[src/rtl/mem_wb_stage.sv]
// -----------------------------------------------------------------------------
// mem_wb_stage
//
// Memory stage plus MEM/WB pipeline register of a 5-stage MIPS pipeline.
// Takes the EX/MEM latch outputs and runs the data-cache request/hit
// handshake. While an access is outstanding it raises mem_stall. It selects
// the writeback data and latches the writeback controls, a sticky halt and a
// sticky memory-timeout error for the WB stage and the register file.
//
// Ports
//   CLK, RST            clock (rising edge); asynchronous active-high reset
//   ihit                fetch hit; qualifies pipeline advance
//   flush               turn the next MEM/WB capture into a bubble
//   dREN_in, dWEN_in    EX/MEM load / store
//   addr_in, store_in   memory address (ALU result) / store data
//   MemtoReg_in         writeback takes load data
//   wdatasrc_in         non-load writeback source: 1 = pcp4, else ALU
//   WSel_in, WEN_in     destination register / register write enable
//   pcp4_in             PC+4
//   HALT_in             halt instruction in MEM
//   dhit, dmemload      data-cache hit/ack and read data
//   dmemREN, dmemWEN    data-cache read / write request
//   dmemaddr, dmemstore data-cache address / write data
//   mem_stall           hold all upstream stages
//   WEN_out, WSel_out,
//   wdata_out           MEM/WB writeback controls and data
//   halt_out, err_out   sticky halt / sticky memory-timeout error
// -----------------------------------------------------------------------------
module mem_wb_stage #(
    parameter int MAX_WAIT = 255,
    parameter int CNT_W    = 8
) (
    input  logic        CLK,
    input  logic        RST,
    input  logic        ihit,
    input  logic        flush,
    input  logic        dREN_in,
    input  logic        dWEN_in,
    input  logic [31:0] addr_in,
    input  logic [31:0] store_in,
    input  logic        MemtoReg_in,
    input  logic [1:0]  wdatasrc_in,
    input  logic [4:0]  WSel_in,
    input  logic        WEN_in,
    input  logic [31:0] pcp4_in,
    input  logic        HALT_in,
    input  logic        dhit,
    input  logic [31:0] dmemload,
    output logic        dmemREN,
    output logic        dmemWEN,
    output logic [31:0] dmemaddr,
    output logic [31:0] dmemstore,
    output logic        mem_stall,
    output logic        WEN_out,
    output logic [4:0]  WSel_out,
    output logic [31:0] wdata_out,
    output logic        halt_out,
    output logic        err_out
);

    // Access-handshake states.
    localparam logic [1:0] S_IDLE = 2'd0;  // no access outstanding
    localparam logic [1:0] S_WAIT = 2'd1;  // request issued, waiting for dhit
    localparam logic [1:0] S_DONE = 2'd2;  // hit taken, waiting for ihit

    localparam logic [CNT_W-1:0] MAX_CNT = CNT_W'(MAX_WAIT);
    localparam logic [CNT_W-1:0] CNT_ONE = CNT_W'(1);

    logic [1:0]       state_q, state_d;
    logic [CNT_W-1:0] cnt_q, cnt_d;
    logic [31:0]      ldbuf_q, ldbuf_d;
    logic             err_q, err_d;
    logic             wen_q, wen_d;
    logic [4:0]       wsel_q, wsel_d;
    logic [31:0]      wdata_q, wdata_d;
    logic             halt_q, halt_d;

    logic        active;
    logic        mem_op;
    logic        advance;
    logic [31:0] load_data;
    logic [31:0] sel_data;

    // A halted core issues nothing. Reset also silences the stage, so a
    // request still presented by a not-yet-cleared EX/MEM latch is dropped.
    assign active  = ~RST & ~halt_q;
    assign mem_op  = (dREN_in | dWEN_in) & active;

    assign dmemaddr  = addr_in;
    assign dmemstore = store_in;
    // Both enables may be raised together; the cache sees one access.
    assign dmemREN   = dREN_in & active & (state_q != S_DONE);
    assign dmemWEN   = dWEN_in & active & (state_q != S_DONE);

    // Drops in the dhit cycle itself, so a same-cycle hit costs no stall.
    assign mem_stall = mem_op & (state_q != S_DONE) & ~dhit;
    assign advance   = ihit & ~mem_stall;

    // After a hit that arrived while fetch was stalled, the cache may have
    // moved on, so the buffered copy is the only valid load data in DONE.
    assign load_data = (state_q == S_DONE) ? ldbuf_q : dmemload;

    always_comb begin
        if (MemtoReg_in) begin
            sel_data = load_data;
        end else if (wdatasrc_in == 2'd1) begin
            sel_data = pcp4_in;
        end else begin
            sel_data = addr_in;  // 0 and the reserved codes 2/3
        end
    end

    // ------------------------------------------------------------------
    // Handshake FSM, wait counter, load buffer and timeout flag.
    // ------------------------------------------------------------------
    always_comb begin
        // NOTE: every signal gets its hold value first so no path through the
        // case leaves it unassigned; that is what keeps this free of latches.
        state_d = state_q;
        cnt_d   = cnt_q;
        ldbuf_d = ldbuf_q;
        err_d   = err_q;

        case (state_q)
            S_IDLE: begin
                if (mem_op && dhit && !ihit) begin
                    state_d = S_DONE;
                    ldbuf_d = dmemload;
                end else if (mem_op && !dhit) begin
                    state_d = S_WAIT;
                    cnt_d   = CNT_ONE;
                end
            end

            S_WAIT: begin
                if (!mem_op) begin
                    // Upstream withdrew the op; nothing left to wait for.
                    state_d = S_IDLE;
                    cnt_d   = '0;
                end else if (dhit) begin
                    if (ihit) begin
                        state_d = S_IDLE;
                        cnt_d   = '0;
                    end else begin
                        state_d = S_DONE;
                        ldbuf_d = dmemload;
                    end
                end else if (cnt_q == MAX_CNT) begin
                    // Counter parks at the limit; the request stays up.
                    err_d = 1'b1;
                end else begin
                    cnt_d = cnt_q + CNT_ONE;
                end
            end

            S_DONE: begin
                if (ihit) begin
                    state_d = S_IDLE;
                    cnt_d   = '0;
                end
            end

            default: begin
                state_d = S_IDLE;
                cnt_d   = '0;
            end
        endcase
    end

    // ------------------------------------------------------------------
    // MEM/WB register: moves only when the whole pipeline advances.
    // ------------------------------------------------------------------
    always_comb begin
        wen_d   = wen_q;
        wsel_d  = wsel_q;
        wdata_d = wdata_q;
        halt_d  = halt_q;

        if (advance) begin
            if (flush) begin
                wen_d   = 1'b0;
                wsel_d  = '0;
                wdata_d = '0;
            end else begin
                wen_d   = WEN_in;
                wsel_d  = WSel_in;
                wdata_d = sel_data;
                halt_d  = halt_q | HALT_in;
            end
        end
    end

    // NOTE: state is updated with non-blocking assignments so every register
    // samples the pre-edge values, independent of statement order.
    always_ff @(posedge CLK or posedge RST) begin
        if (RST) begin
            state_q <= S_IDLE;
            cnt_q   <= '0;
            // NOTE: the load buffer is a single word, not a RAM, so it is
            // reset like any other register and never carries X into WB.
            ldbuf_q <= '0;
            err_q   <= 1'b0;
            wen_q   <= 1'b0;
            wsel_q  <= '0;
            wdata_q <= '0;
            halt_q  <= 1'b0;
        end else begin
            state_q <= state_d;
            cnt_q   <= cnt_d;
            ldbuf_q <= ldbuf_d;
            err_q   <= err_d;
            wen_q   <= wen_d;
            wsel_q  <= wsel_d;
            wdata_q <= wdata_d;
            halt_q  <= halt_d;
        end
    end

    assign WEN_out   = wen_q;
    assign WSel_out  = wsel_q;
    assign wdata_out = wdata_q;
    assign halt_out  = halt_q;
    assign err_out   = err_q;

endmodule
[config.mk]
export PLATFORM = sky130hd
export DESIGN_NAME = mem_wb_stage
export DESIGN_NICKNAME = d
export VERILOG_FILES = /design/src/rtl/mem_wb_stage.sv
export SDC_FILE = /design/constraint.sdc
export NUM_CORES = 1
export LEC_CHECK = 0
export ABC_AREA = 1
export CORE_MARGIN = 4
export CORE_UTILIZATION = 40
export DETAILED_ROUTE_END_ITERATION = 8
export PLACE_DENSITY = 0.8
export SLEW_MARGIN = 20
export SYNTH_ARGS = -nofsm -noshare
export SYNTH_HDL_FRONTEND = slang
export SYNTH_SLANG_ARGS = --single-unit
[constraint.sdc]
create_clock -name CLK -period 5.38 [get_ports CLK]
set_clock_uncertainty 0.1 [all_clocks]
set_input_delay 1.076 -clock CLK [delete_from_list [all_inputs] [get_ports CLK]]
set_output_delay 1.076 -clock CLK [all_outputs]
set_load 0.02 [all_outputs]
==> metrics.cfg <==
[die]
ioPinCount = 252
die_area_sq_mm = 0.0145
die_w_um = 120
core-area_sq_mm = 0.0122
num_rows = 40
die_y_um = 120
initial_core_util = 0.414

[cells_and_area]
regArea_sq_mm = 0.00205
syn_to_final_growth_pct = 34.9
insertedDiodeCount = 0
multiInputGateArea_sq_mm = 0.00207
post-route-util = 0.559
nets = 934
fillCellCount = 1160
drive_gt1_frac = 0.0542

[setup_path]
worstPathArrival_ns = 2.78
end_kind = primary output
critPathRequiredTime_ns = 4.20
critPathMaxFanout = 8
startpoint_type = input pin
path_class = in2out

[power]
seq_power_share = 0.424
power-per-cell-area_mw_per_mm2 = 270
p_leak_nw = 3.03
p_int_mw = 1.30
swShare = 0.288
p_switching_uw = 529
pwr-share-clk = 0.342
combPwrFrac = 0.234
ir_worst_vdd_mv = 0.180

[sta]
period_share = 0.736
min_period_ns = 3.96
max_freq_ghz = 0.253
timing.setup.tns_ns = 0
slew_viol_final = 0
setup_viol = 0
hold_violations = 0
timing.slew.headroom = 0.318
tightestPinTransition_ns = 1.02
rsz0062_at_grt = false

[place]
port_buffers = 187
gp_congestion = 0.917
dpl.hpwl_um = 9850

[route]
viasPerCell = 4.87
drt_pass1_iterations = 4
ant_nets = 0
routedWlPerCell_um = 14.4
drtIter0Drc = 254
wl_um = 13800
vias = 4680
route.detailed.drc = 0

[yosys]
avgSynthCellArea_sq_um = 7.34
synth-edff-count = 0
ys_async_sr_fraction = 1.00
synth-warning-count = 0
ys_ff_latch = 82
synth_top_cells_by_count = 213 x nand2_1, 82 x dfrtp_1, 80 x nand3_1
synth_top_area_share = 0.407
postSynthCellCount = 686
yosys.area.top_type = dfrtp_1
synth_area_sq_mm = 0.00504
yosysMostFrequentCell = nand2_1
synth_flop_cell = dfrtp_1
synth_cell_types = 26
ys_seq_area_frac = 0.407
synth_area_leaders = dfrtp_1 41%, nand2_1 16%, buf_4 9.8%, nand3_1 7.9%, o211ai_1 4.9%
synth.net_count = 832

[grt]
grt_pass1_vias = 4495
grt_max_degree = 68
grt-ovfl-total = 0
antenna_found_initial = 0
grt_util_all_layers = 0.191
grt_pass1_wl_um = 22500

[hold_path]
min_path_type = reg2reg

[clock_network]
cts_root_buf = clkbuf_16
ctsHoldBuffers = 0
ctsResizeCount = 0
htreeDepth = 3
clk_latency_ns = 0.33
clkSlewWorstSetupHoldPaths_ns = 0.06
post_cts_buffers = 0
clock-sinks = 82
clockBufferDepth = 2
cts_tree = done
numCtsBuffers = 9

[run_status]
outcome = complete, no violations

[job]
max_cap_violations = 0

==> cells by family (layout without fill, tap and decap cells) <==
group / Yosys count / in the layout / share of synthesized area
adders and majority gates: 1 / 1 / 0.00248
AOI/OAI and AO/OA: 114 / 114 / 0.136
xor gates and xnor gates: 1 / 1 / 0.00174
DFF: 82 / 82 / 0.407
and+or+nand+nor: 323 / 323 / 0.268
buffers and inverters: 165 / 272 / 0.185
==> worst paths after layout <==
kind	from	to	slack, ns	cells after the start
setup reg to reg	halt_out	ldbuf_q[22]	3.10	7
max in group asynchronous	RST	ldbuf_q[9]	3.08	3
hold reg to reg	wdata_out[26]	wdata_out[26]	0.38	2
hold / removal	wdata_out[26]	wdata_out[26]	0.38	2
min in group asynchronous	RST	cnt_q[1]	1.13	2
setup / recovery	dhit	mem_stall	1.42	7
==> layout by cell type (no fill, tap or decap), drive strengths merged, types with 7 or more instances in the layout <==
cell and count:
nand3 80, o21ai 76, inv 60, o211ai 33
clkbuf 11, nor2 18, buf 7, clkdlybuf4s50 187
dfrtp 82, nand2 215
==> area by class of cell <==
class,count,area share
Clock buffer,11,0.0357
Timing Repair Buffer,194,0.283
Sequential cell,82,0.302
Inverter,62,0.0344
Clock inverter,5,0.00920
Tap cell,168,0.0309
Multi-Input combinational cell,439,0.305
==> worst max-delay path, stage by stage <==
cell	delay (ns)
clkdlybuf4s50_1	0.53
inv_2	0.18
nand3_1	0.11
inv_1	0.11
nand2_1	0.11
inv_1	0.07
clkdlybuf4s50_1	0.59
==> per-layer routing <==
layer  vias to the layer above  GRT usage  wire length, um
met2                       166      0.334             6870
met3                        12     0.0477              990
met4                         0     0.0475              142
met5                         -          0                0
li1                       2360          -                -
met1                      2142      0.235             5830
==> state kept, by name, indices dropped and copies added, names as in the netlist <==
name,count
ldbuf_q,32
wdata_out,32
cnt_q,8
WSel_out,5
state_q,2
WEN_out,1
err_out,1
halt_out,1
==> stage by stage <==
step	cells	area, sq um	setup slack [ns]	hold slack [ns]	power [mW]
floorplan	686	5040	2.10	0.353	1.04
global placement	945	6490	1.49	0.358	1.21
detailed placement	945	6490	1.45	0.369	1.22
CTS	961	6790	1.45	0.385	1.86
global route	961	6800	1.28	0.401	1.93
finish	961	6800	1.42	0.382	1.83
==> power by group through the flow <==
stage | combinational [mW] | clock, mW | sequential [mW]
after floorplan | 0.231 | 0 | 0.813
after global placement | 0.427 | 0 | 0.782
after CTS | 0.436 | 0.644 | 0.776
after detailed placement | 0.436 | 0 | 0.785
final | 0.430 | 0.626 | 0.777
after global routing | 0.475 | 0.670 | 0.789
Power figures use the tool's default switching activity.
